## config.mk

```make
export PLATFORM = sky130hd
export DESIGN_NAME = ahb_ddr3_mem_tester
export DESIGN_NICKNAME = d
export VERILOG_FILES = /design/src/rtl/ahb_ddr3_mem_tester.sv
export SDC_FILE = /design/constraint.sdc
export NUM_CORES = 1
export LEC_CHECK = 0
export BUFFER_PORTS_ARGS = -buffer_cell sky130_fd_sc_hd__buf_2
export CORE_MARGIN = 4
export CORE_UTILIZATION = 50
export CTS_BUF_LIST = sky130_fd_sc_hd__clkbuf_4 sky130_fd_sc_hd__clkbuf_8
export CTS_CLUSTER_SIZE = 24
export DETAILED_ROUTE_END_ITERATION = 12
export PLACE_DENSITY_LB_ADDON = 0.25
export SETUP_SLACK_MARGIN = 0.05
export SLEW_MARGIN = 20
export SYNTH_ARGS = -nofsm -noshare
export SYNTH_HDL_FRONTEND = slang
export SYNTH_SLANG_ARGS = --single-unit
```

## constraint.sdc

```tcl
create_clock -name HCLK -period 3.8 [get_ports HCLK]
set_input_delay 0.76 -clock HCLK [delete_from_list [all_inputs] [get_ports HCLK]]
set_output_delay 0.76 -clock HCLK [all_outputs]
set_load 0.05 [all_outputs]
```

## src/rtl/ahb_ddr3_mem_tester.sv

```systemverilog
// AHB-Lite memory tester: writes an index-derived pattern to NUM_WORDS 64-bit words,
// reads them back, counts mismatches and reports pass/fail or bus error.
module ahb_ddr3_mem_tester #(
  parameter logic [31:0] BASE_ADDR = 32'h0000_0000,
  parameter int unsigned NUM_WORDS = 1024
) (
  input  logic        HCLK,
  input  logic        HRESETN,
  input  logic        START,
  output logic [31:0] HADDR,
  output logic [1:0]  HTRANS,
  output logic        HWRITE,
  output logic [2:0]  HSIZE,
  output logic [2:0]  HBURST,
  output logic [63:0] HWDATA,
  input  logic        HREADY,
  input  logic        HRESP,
  input  logic [63:0] HRDATA,
  output logic        BUSY,
  output logic        DONE,
  output logic        PASS,
  output logic        BUS_ERR,
  output logic [15:0] ERR_CNT,
  output logic [31:0] FAIL_ADDR
);

  localparam int unsigned IDX_W = 16;
  localparam logic [1:0] HTRANS_IDLE   = 2'b00;
  localparam logic [1:0] HTRANS_NONSEQ = 2'b10;
  localparam logic [IDX_W-1:0] LAST_IDX = IDX_W'(NUM_WORDS - 1);

  typedef enum logic [2:0] {
    ST_IDLE, ST_WR_A, ST_WR_D, ST_RD_A, ST_RD_D, ST_DONE
  } state_t;

  state_t             state_q, state_d;
  logic [IDX_W-1:0]   idx_q, idx_d;
  logic [31:0]        haddr_q, haddr_d;
  logic [1:0]         htrans_q, htrans_d;
  logic               hwrite_q, hwrite_d;
  logic [63:0]        hwdata_q, hwdata_d;
  logic               busy_q, busy_d;
  logic               done_q, done_d;
  logic               pass_q, pass_d;
  logic               bus_err_q, bus_err_d;
  logic [15:0]        err_cnt_q, err_cnt_d;
  logic [31:0]        fail_addr_q, fail_addr_d;
  logic               finish;

  // Byte address of word idx, wrapping modulo 2^32.
  function automatic logic [31:0] word_addr(input logic [IDX_W-1:0] idx);
    return BASE_ADDR + {13'd0, idx, 3'd0};
  endfunction

  // Test pattern: inverted index in the upper half, index in the lower half.
  function automatic logic [63:0] pattern(input logic [IDX_W-1:0] idx);
    return {~{16'h0000, idx}, {16'h0000, idx}};
  endfunction

  // Next-state and next-output logic.
  always_comb begin
    state_d     = state_q;
    idx_d       = idx_q;
    haddr_d     = haddr_q;
    htrans_d    = htrans_q;
    hwrite_d    = hwrite_q;
    hwdata_d    = hwdata_q;
    busy_d      = busy_q;
    done_d      = done_q;
    pass_d      = pass_q;
    bus_err_d   = bus_err_q;
    err_cnt_d   = err_cnt_q;
    fail_addr_d = fail_addr_q;
    finish      = 1'b0;

    case (state_q)
      ST_IDLE, ST_DONE: begin
        if (START) begin
          state_d     = ST_WR_A;
          idx_d       = '0;
          err_cnt_d   = '0;
          fail_addr_d = '0;
          done_d      = 1'b0;
          pass_d      = 1'b0;
          bus_err_d   = 1'b0;
          busy_d      = 1'b1;
          htrans_d    = HTRANS_NONSEQ;
          hwrite_d    = 1'b1;
          haddr_d     = word_addr('0);
        end
      end
      ST_WR_A: begin
        if (HREADY) begin
          state_d  = ST_WR_D;
          htrans_d = HTRANS_IDLE;
          hwdata_d = pattern(idx_q);
        end
      end
      ST_WR_D: begin
        if (HREADY) begin
          hwdata_d = '0;
          if (HRESP) begin
            bus_err_d = 1'b1;
            finish    = 1'b1;
          end else if (idx_q == LAST_IDX) begin
            state_d  = ST_RD_A;
            idx_d    = '0;
            haddr_d  = word_addr('0);
            htrans_d = HTRANS_NONSEQ;
            hwrite_d = 1'b0;
          end else begin
            state_d  = ST_WR_A;
            idx_d    = idx_q + 16'd1;
            haddr_d  = word_addr(idx_q + 16'd1);
            htrans_d = HTRANS_NONSEQ;
            hwrite_d = 1'b1;
          end
        end
      end
      ST_RD_A: begin
        if (HREADY) begin
          state_d  = ST_RD_D;
          htrans_d = HTRANS_IDLE;
        end
      end
      ST_RD_D: begin
        if (HREADY) begin
          if (HRESP) begin
            bus_err_d = 1'b1;
            finish    = 1'b1;
          end else begin
            if (HRDATA != pattern(idx_q)) begin
              if (err_cnt_q != 16'hFFFF) err_cnt_d = err_cnt_q + 16'd1;
              if (err_cnt_q == 16'd0)    fail_addr_d = word_addr(idx_q);
            end
            if (idx_q == LAST_IDX) begin
              finish = 1'b1;
            end else begin
              state_d  = ST_RD_A;
              idx_d    = idx_q + 16'd1;
              haddr_d  = word_addr(idx_q + 16'd1);
              htrans_d = HTRANS_NONSEQ;
              hwrite_d = 1'b0;
            end
          end
        end
      end
      default: state_d = ST_IDLE;
    endcase

    if (finish) begin
      state_d  = ST_DONE;
      htrans_d = HTRANS_IDLE;
      busy_d   = 1'b0;
      done_d   = 1'b1;
      pass_d   = (err_cnt_d == 16'd0) && !bus_err_d;
    end
  end

  // State and output registers.
  always_ff @(posedge HCLK or negedge HRESETN) begin
    if (!HRESETN) begin
      state_q     <= ST_IDLE;
      idx_q       <= '0;
      haddr_q     <= '0;
      htrans_q    <= HTRANS_IDLE;
      hwrite_q    <= 1'b0;
      hwdata_q    <= '0;
      busy_q      <= 1'b0;
      done_q      <= 1'b0;
      pass_q      <= 1'b0;
      bus_err_q   <= 1'b0;
      err_cnt_q   <= '0;
      fail_addr_q <= '0;
    end else begin
      state_q     <= state_d;
      idx_q       <= idx_d;
      haddr_q     <= haddr_d;
      htrans_q    <= htrans_d;
      hwrite_q    <= hwrite_d;
      hwdata_q    <= hwdata_d;
      busy_q      <= busy_d;
      done_q      <= done_d;
      pass_q      <= pass_d;
      bus_err_q   <= bus_err_d;
      err_cnt_q   <= err_cnt_d;
      fail_addr_q <= fail_addr_d;
    end
  end

  assign HADDR     = haddr_q;
  assign HTRANS    = htrans_q;
  assign HWRITE    = hwrite_q;
  assign HWDATA    = hwdata_q;
  assign HSIZE     = 3'b011;
  assign HBURST    = 3'b000;
  assign BUSY      = busy_q;
  assign DONE      = done_q;
  assign PASS      = pass_q;
  assign BUS_ERR   = bus_err_q;
  assign ERR_CNT   = err_cnt_q;
  assign FAIL_ADDR = fail_addr_q;

endmodule

```

==> results of run 1 <==
[layer usage]
layer | vias up | track usage (%) | wire, µm
met1 | 2366 | 33.0 | 6670
met4 | 0 | 6.57 | 309
met3 | 28 | 5.71 | 1570
li1 | 2397 | - | -
met5 | - | 0 | 0
met2 | 284 | 38.7 | 7540
[cell type report]
type	instances	area share, %
multi-input cells	472	41.3
flip-flops and latches	90	35.5
repair buffers	195	16.4
well taps	136	2.69
clock buffers	10	2.17
clock inverters	6	1.15
inverters	13	0.770
[flip-flops by register name (all words and copies together), names as in the netlist]
signal,cells
HWDATA,33
BUS_ERR,1
BUSY,1
HTRANS,1
ERR_CNT,16
HADDR,16
HWRITE,1
PASS,1
FAIL_ADDR,16
state_q,3
DONE,1
[through the flow]
stage / power (mW) / util (%) / setup slack (ns) / hold slack [ns]
floorplan: 2.93 / - / 0.622 / 0.464
global placement: 3.26 / 58.6 / 0.217 / 0.458
global route: 4.18 / 60.6 / 0.151 / 0.279
detailed placement: 3.29 / 58.6 / 0.137 / 0.465
finish: 3.97 / 60.6 / 0.351 / 0.287
CTS: 3.98 / 60.6 / 0.442 / 0.282
[power groups by stage]
stage	clock network (mW)	registers, mW	logic, mW
3_3_place_gp	0	1.29	1.97
2_1_floorplan	0	1.74	1.20
6_report	0.695	1.28	1.99
4_1_cts	0.707	1.28	1.99
5_1_grt	0.758	1.32	2.11
3_5_place_dp	0	1.30	1.99
[synth_stat cells (all sizes together), types with 2 or more instances]
cell       n  area, µm²
a2111o     2       22.5
nor4b      2       23.8
a22o      15        131
or4        5       37.5
conb       2       7.51
nor3b      4       30.0
o21ai     57        285
clkbuf    30        113
o311ai     4       35.0
xor2      18        158
xnor2      8       70.1
a2bb2oi    3       26.3
inv       12       45.0
nor2      39        146
dfrtp     90       2250
o2111ai    4       35.0
and3       6       37.5
a32oi      2       17.5
a31oi      4       25.0
buf       84        606
or2        2       12.5
nor3      10       50.1
nand3     22        110
nor4       8       62.6
o211ai     3       22.5
a21oi     23        115
o22ai      7       43.8
nand4     14       87.6
or3        5       31.3
nor2b      4       25.0
and3b      4       35.0
and4       5       43.8
o31ai      5       37.5
nor4bb     2       20.0
nand2b     8       50.1
nand2    102        383
o41ai      3       26.3
ha         3       37.5
[kinds of logic (layout without fill, tap and decap cells)]
logic type	after synthesis	in the layout	share of synthesized area [%]
AND/OR/NAND/NOR	243	243	22.0
AO/OA/AOI/OAI	144	144	17.1
buffers and inverters	127	224	14.1
flip-flops	90	90	41.5
XOR/XNOR	26	26	4.20
adder cells (fa/ha/maj)	3	3	0.692
other	2	55	0.138
multiplexers	1	1	0.185
[path summary, 6_finish.rpt]
kind                                      to  cells after the start  slack (ns)  startpoint
worst min register to register    HWDATA[33]                      2        0.48  HWDATA[33]
worst max register to register          PASS                     10        0.35  ERR_CNT[0]
worst min-delay path               HWDATA[5]                      1        0.29     HRESETN
max in group asynchronous       FAIL_ADDR[7]                      2        2.75     HRESETN
min in group HCLK                 HWDATA[33]                      2        0.48  HWDATA[33]
worst max-delay path                    PASS                     10        0.35  ERR_CNT[0]
==> impl_metrics.yaml, run 1 <==
yosys:
  synthArstFlopShare_pct: 100
  netlist_area_um2: 5430
  synth_edf_count: 0
  yosysSeqAreaShare_pct: 41.5
  ys_types: 62
  syn-mean-instance-area_um2: 8.53
  synth_cells: 636
  synth_seq_cells: 90
  synth-main-ff-cell: "dfrtp_1"
  yosys_warnings: 0
layout:
  layout.nets: 853
  drive_gt1_share_pct: 28.1
  multi_input_area_um2: 2620
  seq_area_um2: 2250
  diodes: 0
  mostFrequentLayoutCells: "buf_2, nand2_1, dfrtp_1, conb_1, o21ai_0"
  design_area_um2: 6340
  finalNonFillerCells: 922
  n_fill_cell: 947
  syn_to_final_growth_pct: 16.8
  final_common_cell: "buf_2"
route:
  drtPass1Iterations: 5
  num_vias: 5075
  avgRoutedWirePerCell_um: 17.5
  first_iter_violations: 382
  drcViolationCount: 0
  vias_per_cell: 5.50
  ant_nets: 0
  wirelength_um: 16100
cts:
  clkSlewWorstSetupHoldPaths_ns: 0.10
  clk_latency_ns: 0.36
  cts-root-buf: "clkbuf_8"
  numCtsBuffers: 9
  post-cts-setup-buffers: 0
  h-tree-depth: 3
  cts_buffer_depth: 2
  ctsHoldBuffers: 0
  cts_tree: "done"
  cts_resized: 0
  cts.sinks: 90
place:
  dpl_cell_area_um2: 6130
  hpwl_um: 12100
  place_congestion: 0.995
  place_inst: 906
  io_buffers: 170
power:
  internal_power_mw: 1.87
  leakagePower_nw: 3.24
  power_density_nw_per_um2: 626
  pwr-share-seq_pct: 32.4
  combinationalPowerShare_pct: 50.1
  switching_share_pct: 52.7
  p_sw_mw: 2.09
  p_clk_share_pct: 17.5
  ir_drop_mv: 0.441
run_status:
  status: "finished clean"
sta:
  worst_slew_pin_slew_ns: 0.738
  rsz0062_at_grt: "false"
  hold_viol: 0
  slew_headroom_pct: 50.8
  clock-skew-final_ns: 0.0117
  tns_ns: 0
  slew_violations: 0
  max_freq_mhz: 290
  finalSetupViolations: 0
  period_needed_ns: 3.45
  post-route-period-util_pct: 90.8
min_path:
  min_path_type: "in -> async"
critical_path:
  critPathTopFamily: "simple AND/OR/NAND/NOR gates"
  worst-setup-path-type: "reg -> reg"
  crit_path_top_delay_cell: "nor4b_2"
  worst-path-buf-inv: 0
  critPathLaunchType: "register"
  required_ns: 4.07
  crit_path_frequent_cell: "nand2_1"
  arrival_ns: 3.71
  slowest_delay_ns: 0.59
  endpoint_kind: "register"
  path_max_fanout: 7
  path_cells: "ha_1 -> nand3_1 -> nor4b_2 -> nand2_1 -> nand2_1 -> o41ai_1 -> a31o_1 -> or3_1 -> or4_1 -> o31ai_1"
die:
  die_y_um: 112
  start_util_pct: 51.9
  die-width_um: 112
  coreArea_um2: 10500
  num_rows: 37
  die_area_um2: 12600
  io_pins: 226
grt:
  grt_pass1_vias: 4601
  grt_max_degree: 34
  grt_pass1_wl_um: 24700
  antenna_found_initial: 0
  grt-ovfl-total: 0
  grt_usage_pct: 24.1
flow_run:
  cap_violations: 0
No activity file was read; power rests on OpenSTA's default activity.
==> run 2, diff against run 1 <==
--- a/config.mk
+++ b/config.mk
@@ -6,6 +6,7 @@
 export NUM_CORES = 1
 export LEC_CHECK = 0
 export BUFFER_PORTS_ARGS = -buffer_cell sky130_fd_sc_hd__buf_2
+export CORE_ASPECT_RATIO = 0.6
 export CORE_MARGIN = 4
 export CORE_UTILIZATION = 50
 export CTS_BUF_LIST = sky130_fd_sc_hd__clkbuf_4 sky130_fd_sc_hd__clkbuf_8
==> run 2 against run 1 <==
  * Register-to-register slack improved by 0.15 ns
  * Critical path depth fell by 1
  * Sequential share of layout area fell by 0.12 points
  * Core utilization fell by 0.56 points
  * Maximum frequency rose by 4.4%
  * Via count rose by 3.4%
  * Worst setup slack improved by 0.15 ns
  * Final cell count rose by 0.33%
==> impl_metrics.yaml, run 2 (synthesis results as in run 1) <==
sta:
  slew_headroom_pct: 41.3
  slew_violations: 0
  hold_viol: 0
  clock-skew-final_ns: 0.00582
  whs_ns: 0.488
  rsz0062_at_grt: "false"
  post-route-period-util_pct: 86.9
  tns_ns: 0
  finalSetupViolations: 0
  worst_slew_pin_slew_ns: 0.880
  max_freq_mhz: 303
  period_needed_ns: 3.30
  fin_ws_ns: 0.496
route:
  drtPass1Iterations: 5
  ant_nets: 0
  first_iter_violations: 487
  drcViolationCount: 0
  num_vias: 5246
  avgRoutedWirePerCell_um: 18.2
  wirelength_um: 16800
  vias_per_cell: 5.67
die:
  start_util_pct: 51.2
  die_y_um: 88.7
  die-width_um: 142
  die_area_um2: 12600
  coreArea_um2: 10600
  io_pins: 226
  num_rows: 29
critical_path:
  rr_endpoint: "PASS"
  slowest_delay_ns: 0.54
  path_max_fanout: 11
  required_ns: 4.07
  r2r-start: "ERR_CNT[2]"
  worst-setup-path-type: "reg -> reg"
  path_cells: "nand3_1 -> or3_1 -> nor2_1 -> a41oi_1 -> a211o_1 -> a21oi_1 -> o2111ai_1 -> or4_1 -> o31ai_1"
  crit_path_top_delay_cell: "dfrtp_1"
  critPathLaunchType: "register"
  ff2ff_setup_slack_ns: 0.50
  endpoint_kind: "register"
  arrival_ns: 3.58
  r2r_cells: 9
  crit_path_end: "PASS"
  crit_start: "ERR_CNT[2]"
layout:
  layout.nets: 853
  drive_gt1_share_pct: 28.1
  largest_reg_flops: 33
  mostFrequentLayoutCells: "buf_2, nand2_1, dfrtp_1, conb_1, o21ai_0"
  syn_to_final_growth_pct: 17.2
  n_fill_cell: 977
  final_common_cell: "buf_2"
  diodes: 0
  design_area_um2: 6360
place:
  dpl_cell_area_um2: 6130
  io_buffers: 170
  dpl_worst_slack_ns: 0.191
  place_congestion: 0.957
  hpwl_um: 12700
cts:
  cts.sinks: 90
  cts_resized: 0
  ctsHoldBuffers: 0
  numCtsBuffers: 9
  cts_buffer_depth: 2
  cts_tree: "done"
  cts-root-buf: "clkbuf_8"
  h-tree-depth: 3
  clk_latency_ns: 0.36
  clkSlewWorstSetupHoldPaths_ns: 0.09
  post-cts-setup-buffers: 0
grt:
  grt-ovfl-total: 0
  use_met1_pct: 39.1
  antenna_found_initial: 0
  busiest_layer: "met1"
  use_met2_pct: 39.0
  grt_usage_pct: 26.5
  grt_pass1_vias: 4847
  grt_pass1_wl_um: 26200
  grt_max_degree: 70
  gr-usage-met3_pct: 7.24
min_path:
  min_path_type: "in -> async"
power:
  power_density_nw_per_um2: 638
  ir_drop_mv: 0.637
  leakagePower_nw: 3.25
run_status:
  status: "finished clean"
flow_run:
  cap_violations: 0
-- run 2: how the worst min path moves through the flow --
stage | start | end | slack, ns | cells after the start
2_1_floorplan | HRESETN | BUSY | 0.46 | 0
3_3_place_gp | HWDATA[37] | HWDATA[37] | 0.46 | 2
3_5_place_dp | DONE | DONE | 0.47 | 1
4_1_cts | HWDATA[42] | HWDATA[42] | 0.49 | 2
5_1_grt | HWDATA[40] | HWDATA[40] | 0.51 | 2
6_report | HRESETN | HWDATA[62] | 0.49 | 1
-- run 2: layout make-up --
type                       count  area (µm²)  share of cell area [%]
clock buffer                  10         138                    2.16
clock inverter                 6        90.1                    1.42
inverter                      13        48.8                   0.767
multi-input combinational    472        2620                    41.1
sequential                    90        2250                    35.4
tap                          139         174                    2.74
timing repair buffer         195        1040                    16.4
-- run 2: where the power goes --
| part | leakage [nW] | switching (mW) | internal, mW |
|---|---|---|---|
| logic | 1.94 | 1.59 | 0.439 |
| clock network | 0.112 | 0.357 | 0.390 |
| registers | 1.20 | 0.168 | 1.11 |
-- run 2: worst max-delay path: cells and delay by family, from the launching register on --
| family | cells | cell delay, ns |
|---|---|---|
| compound gates | 5 | 1.18 |
| flops | 1 | 0.54 |
| simple gates | 4 | 1.49 |
-- run 2: layer usage --
metal	vias up	part of all wire, %
met3	16	12
met5	-	0
met2	332	43
li1	2401	-
met4	0	0.81
met1	2497	45
-- run 2: metrics by stage --
stage	std cells	utilization [%]	power, mW
final	925	60.0	4.05
after global routing	925	60.0	4.28
after CTS	925	60.0	4.06
after detailed placement	909	57.9	3.32
after global placement	909	57.9	3.28
after floorplan	689	-	2.93
